File: config.mk
export PLATFORM = sky130hd
export DESIGN_NAME = leela_mc_arb
export DESIGN_NICKNAME = d
export VERILOG_FILES = /design/src/rtl/leela_pkg.sv /design/src/rtl/leela_arb_pick.sv /design/src/rtl/leela_mc_arb.sv
export SDC_FILE = /design/constraint.sdc
export NUM_CORES = 1
export LEC_CHECK = 0
export CAP_MARGIN = 20
export CORE_ASPECT_RATIO = 1.4
export CORE_UTILIZATION = 47
export DETAILED_ROUTE_END_ITERATION = 10
export GPL_TIMING_DRIVEN = 0
export PLACE_DENSITY = 0.78
export SYNTH_ARGS = -nofsm -noshare
export SYNTH_HDL_FRONTEND = slang
export SYNTH_HIERARCHICAL = 1
export SYNTH_SLANG_ARGS = --single-unit
File: constraint.sdc
create_clock -name clk -period 3.4 [get_ports clk]
set_clock_uncertainty 0.1 [all_clocks]
set_input_delay 0.68 -clock clk [delete_from_list [all_inputs] [get_ports clk]]
set_output_delay 0.68 -clock clk [all_outputs]
set_load 0.03 [all_outputs]
File: src/rtl/leela_pkg.sv
// Shared types and constants for the leela video SRAM arbiter.
package leela_pkg;

   typedef enum logic [1:0] {
      IDLE,
      GRANT,
      ERR,
      DRAIN
   } arb_state_t;

   localparam int PORT_CPU = 0;
   localparam int PORT_CAM = 1;
   localparam int PORT_VGA = 2;

   localparam logic [2:0] CTI_CLASSIC = 3'b000;
   localparam logic [2:0] CTI_INCR    = 3'b010;
   localparam logic [2:0] CTI_EOB     = 3'b111;

endpackage

File: src/rtl/leela_arb_pick.sv
// Combinational winner selection: starved CPU/camera first, then VGA,
// then CPU vs camera by the round-robin pointer (rr=0 favours the CPU).
module leela_arb_pick
   import leela_pkg::*;
(
   input  logic [2:0] req_i,
   input  logic [1:0] starved_i,
   input  logic       rr_i,
   output logic [2:0] win_o,
   output logic [1:0] idx_o
);

   // Index is chosen first; the one-hot form is only driven when someone asks.
   always_comb begin
      idx_o = 2'd0;
      win_o = 3'b000;
      if (starved_i == 2'b11) begin
         idx_o = {1'b0, rr_i};
      end else if (starved_i[0]) begin
         idx_o = 2'(PORT_CPU);
      end else if (starved_i[1]) begin
         idx_o = 2'(PORT_CAM);
      end else if (req_i[2]) begin
         idx_o = 2'(PORT_VGA);
      end else if (req_i[1:0] == 2'b11) begin
         idx_o = {1'b0, rr_i};
      end else if (req_i[1]) begin
         idx_o = 2'(PORT_CAM);
      end else begin
         idx_o = 2'(PORT_CPU);
      end
      if (|req_i) begin
         win_o = 3'b001 << idx_o;
      end
   end

endmodule

File: src/rtl/leela_mc_arb.sv
// Shared video SRAM port arbiter: registered one-hot grant held across bursts,
// starvation override for the CPU/camera ports and a no-ack watchdog.
module leela_mc_arb
   import leela_pkg::*;
#(
   parameter int MAX_WAIT = 64,
   parameter int TIMEOUT  = 255,
   parameter int CW       = 8
) (
   input  logic       clk,
   input  logic       rst,
   input  logic [2:0] cyc_i,
   input  logic [2:0] stb_i,
   input  logic [8:0] cti_i,
   input  logic       mem_ack_i,
   output logic [2:0] gnt_o,
   output logic [1:0] sel_o,
   output logic [2:0] ack_o,
   output logic [2:0] err_o,
   output logic       busy_o,
   output logic [1:0] starve_o
);

   localparam logic [CW-1:0] MaxWaitC = CW'(MAX_WAIT);
   localparam logic [CW-1:0] TimeoutC = CW'(TIMEOUT);
   localparam logic [CW-1:0] OneC     = {{(CW-1){1'b0}}, 1'b1};
   localparam logic [CW-1:0] SatC     = '1;

   arb_state_t    state_q, state_d;
   logic [2:0]    gnt_q, gnt_d;
   logic [1:0]    sel_q, sel_d;
   logic          rr_q, rr_d;
   logic [1:0]    starve_q, starve_d;
   logic [CW-1:0] wait0_q, wait0_d, wait1_q, wait1_d, tout_q, tout_d;

   logic [2:0] req, win;
   logic [1:0] starved, winIdx;
   logic       ownerCyc;
   logic [2:0] ownerCti;

   function automatic logic [CW-1:0] satInc(input logic [CW-1:0] v);
      return (v == SatC) ? v : v + OneC;
   endfunction

   assign req     = cyc_i & stb_i;
   assign starved = {wait1_q >= MaxWaitC, wait0_q >= MaxWaitC} & req[1:0];
   assign wait0_d = (req[0] && !gnt_q[0]) ? satInc(wait0_q) : '0;
   assign wait1_d = (req[1] && !gnt_q[1]) ? satInc(wait1_q) : '0;

   leela_arb_pick uPick (
      .req_i    (req),
      .starved_i(starved),
      .rr_i     (rr_q),
      .win_o    (win),
      .idx_o    (winIdx)
   );

   always_comb begin
      ownerCyc = 1'b0;
      ownerCti = CTI_CLASSIC;
      case (sel_q)
         2'(PORT_CPU): begin ownerCyc = cyc_i[0]; ownerCti = cti_i[2:0]; end
         2'(PORT_CAM): begin ownerCyc = cyc_i[1]; ownerCti = cti_i[5:3]; end
         2'(PORT_VGA): begin ownerCyc = cyc_i[2]; ownerCti = cti_i[8:6]; end
         default:      begin ownerCyc = 1'b0;     ownerCti = CTI_CLASSIC; end
      endcase
   end

   // A release always passes through IDLE with the grant low, which gives the
   // SRAM bus its turnaround cycle; a release wins over a same-cycle timeout.
   always_comb begin
      state_d  = state_q;
      gnt_d    = gnt_q;
      sel_d    = sel_q;
      rr_d     = rr_q;
      starve_d = starve_q;
      tout_d   = '0;
      unique case (state_q)
         IDLE: begin
            if (|req) begin
               gnt_d   = win;
               sel_d   = winIdx;
               state_d = GRANT;
               if (winIdx != 2'(PORT_VGA)) begin
                  rr_d = ~winIdx[0];
                  if (starved[winIdx[0]]) starve_d[winIdx[0]] = 1'b1;
               end
            end
         end
         GRANT: begin
            tout_d = mem_ack_i ? '0 : satInc(tout_q);
            if (!ownerCyc || (mem_ack_i && ownerCti == CTI_EOB)) begin
               state_d = IDLE;
               gnt_d   = '0;
               sel_d   = '0;
            end else if (tout_d == TimeoutC) begin
               state_d = ERR;
            end
         end
         ERR: begin
            state_d = DRAIN;
         end
         DRAIN: begin
            if (!ownerCyc) begin
               state_d = IDLE;
               gnt_d   = '0;
               sel_d   = '0;
            end
         end
         default: begin
            state_d = IDLE;
            gnt_d   = '0;
            sel_d   = '0;
         end
      endcase
   end

   always_ff @(posedge clk) begin
      if (rst) begin
         state_q  <= IDLE;
         gnt_q    <= '0;
         sel_q    <= '0;
         rr_q     <= 1'b0;
         starve_q <= '0;
         wait0_q  <= '0;
         wait1_q  <= '0;
         tout_q   <= '0;
      end else begin
         state_q  <= state_d;
         gnt_q    <= gnt_d;
         sel_q    <= sel_d;
         rr_q     <= rr_d;
         starve_q <= starve_d;
         wait0_q  <= wait0_d;
         wait1_q  <= wait1_d;
         tout_q   <= tout_d;
      end
   end

   assign gnt_o    = gnt_q;
   assign sel_o    = sel_q;
   assign ack_o    = (state_q == GRANT) ? (gnt_q & {3{mem_ack_i}}) : 3'b000;
   assign err_o    = (state_q == ERR) ? gnt_q : 3'b000;
   assign busy_o   = (state_q != IDLE);
   assign starve_o = starve_q;

endmodule

==> results of run 1 <==
[power by group]
group,switching (W),internal [W]
Sequential,0.0000104,0.000405
Combinational,0.0000479,0.0000489
Clock,0.000153,0.000163
[layer usage]
| layer | vias to the layer above | track usage | share of wire |
|---|---|---|---|
| met4 | 0 | 0.0900 | 0.013 |
| li1 | 943 | - | - |
| met3 | 6 | 0.0354 | 0.044 |
| met1 | 844 | 0.246 | 0.45 |
| met5 | - | 0 | 0 |
| met2 | 42 | 0.363 | 0.50 |
[path summary, 6_finish.rpt]
check,from,to,slack [ns],depth (start not counted)
hold reg to reg,starve_o[0],starve_o[0],0.36,2
setup / recovery,mem_ack_i,ack_o[0],0.39,5
setup reg to reg,wait0_q[7],starve_o[0],1.51,6
hold / removal,starve_o[0],starve_o[0],0.36,2
[synth_stat cells (6+ instances only)]
| library cell | n | area [µm²] |
|---|---|---|
| nand2_1 | 21 | 78.8 |
| nor2_1 | 34 | 128 |
| nand3_1 | 6 | 30.0 |
| xor2_1 | 8 | 70.1 |
| nor3_1 | 10 | 50.1 |
| a31oi_1 | 8 | 50.1 |
| a21oi_1 | 10 | 50.1 |
| inv_1 | 8 | 30.0 |
| nand4_1 | 12 | 75.1 |
| dfxtp_1 | 34 | 681 |
| and2_1 | 10 | 62.6 |
[per-stage QoR]
step                instance area (µm²)   util  setup slack, ns  instances  total power, W
global route                       2350  0.628            0.265        317        0.000862
detailed placement                 2250  0.603            0.370        309        0.000520
floorplan                          1890      -             1.35        236        0.000478
finish                             2350  0.628            0.386        317        0.000828
global placement                   2250  0.603            0.385        309        0.000519
CTS                                2350  0.628            0.366        317        0.000836
[flip-flops by register name (all words and copies together) (netlist names), named ones only]
| register | count |
|---|---|
| gnt_o | 3 |
| rr_q | 1 |
| sel_o | 2 |
| starve_o | 2 |
| state_q | 1 |
| tout_q | 8 |
| wait0_q | 8 |
| wait1_q | 8 |
[layout make-up]
cell class | instances | area [µm²] | area share
multi-input cells | 188 | 1150 | 0.490
well taps | 42 | 52.6 | 0.0224
clock buffers | 6 | 82.6 | 0.0351
repair buffers | 31 | 310 | 0.132
flip-flops and latches | 34 | 681 | 0.290
inverters | 8 | 30.0 | 0.0128
plain buffers | 6 | 30.0 | 0.0128
clock inverters | 2 | 12.5 | 0.00532
[cell families after synthesis]
group	Yosys count	share of synthesized area
mux	3	0.0159
xor+xnor	9	0.0417
fa+ha+maj	3	0.0198
buf+inv	14	0.0317
compound gates	53	0.199
flops	34	0.360
simple gates	120	0.332
[worst max-delay path, stage by stage]
cell             delay [ns]
clkdlybuf4s50_1        0.51
nand2_1                0.08
nor2_1                 0.15
and2_1                 0.14
clkdlybuf4s50_1        0.66
[cell usage in the layout, fill, tap and decap left out, types with 4 or more instances in the layout]
cell type	netlist	layout
a211oi_1	5	5
a21oi_1	10	10
a31oi_1	8	8
and2_1	10	10
and3_1	4	4
clkbuf_1	5	5
clkbuf_8	0	6
clkdlybuf4s50_1	0	31
dfxtp_1	34	34
inv_1	8	8
nand2_1	21	21
nand2b_1	5	5
nand3_1	6	6
nand4_1	12	12
nor2_1	34	34
nor3_1	10	10
o21ai_0	5	5
o21bai_1	4	4
xor2_1	8	8
==> flow_summary.ini, run 1 <==
[yosys]
synth_edf_count = 0
ys_types = 45
ys_warn_count = 6
synth_cells = 236
ys_ff_latch = 34
syn_nets = 257
avgSynthCellArea_um2 = 8.02
synth_seq_area_share = 0.360
ys_async_sr_fraction = 0
synth_area_um2 = 1890
ys.flop_type = dfxtp_1

[grt]
grt_max_degree = 12
grt-ovfl-total = 0
first_global_vias = 1746
grt_use_total = 0.208
grt_pass1_wl_mm = 7.31
antenna_found_initial = 0

[routing]
vias_per_cell = 5.79
drtAntennaViolNets = 0
dr.pass1.iters = 5
drc = 0
vias = 1835
wl_per_cell_um = 13.3
drt_iter0_drc = 94
routed_wl_mm = 4.22

[placed_design]
port_buffers = 31
place_congestion = 0.887
post-dp-hpwl_mm = 3.05

[cts]
h-tree-depth = 2
tritoncts = yes
clk_pin_slew_worst_paths_ns = 0.08
postCtsSetupBuffers = 0
clkSinkCount = 34
hold_buffers = 0
clk-insertion-delay-late_ns = 0.29
cts_root_buffer = clkbuf_8
clockBufferDepth = 2
cts.repair.resized = 0
cts_buffers = 5

[floorplanning]
die-area_um2 = 4290
ios = 32
die_w_um = 55.6
initial_core_util = 0.506
die_h_um = 77.1
core_area_um2 = 3740
rows = 26

[final_layout]
diodes = 0
finalNetCount = 295
drive_gt1_frac = 0.0473
fillers = 365
area_growth_pct = 24.2

[critical_path]
worstPathRequired_ns = 2.62
cp-end-kind = output pin
critPathMaxFanout = 4
crit_path_start_kind = input pin
critPathKind = in -> out
worstPathArrival_ns = 2.23

[timing]
drv_slew = 0
timing.fmax_mhz = 332
layout_min_cycle_time_ns = 3.01
rsz0062_at_grt = no
whs_ns = 0.357
slew_headroom = 0.666
tightest_slew_ns = 0.501
period_share = 0.887
setup_violations = 0
tns_ns = 0
hold_viol_final = 0

[power_and_ir_drop]
leakage_nw = 0.865
p_per_area_nw_per_um2 = 353
ir_drop_v = 0.000320

[worst_hold_path]
hold_path_class = reg -> reg

[flow_run]
maxCapViolations = 0

[status]
status = finished clean
No activity file was read; power rests on OpenSTA's default activity.
==> run 2: changes to the inputs <==
Settings changed: CTS_BUF_LIST set to sky130_fd_sc_hd__clkbuf_4 sky130_fd_sc_hd__clkbuf_8.
==> results of run 2 <==
Final layout, timing and power as in run 1 (identical DEF).
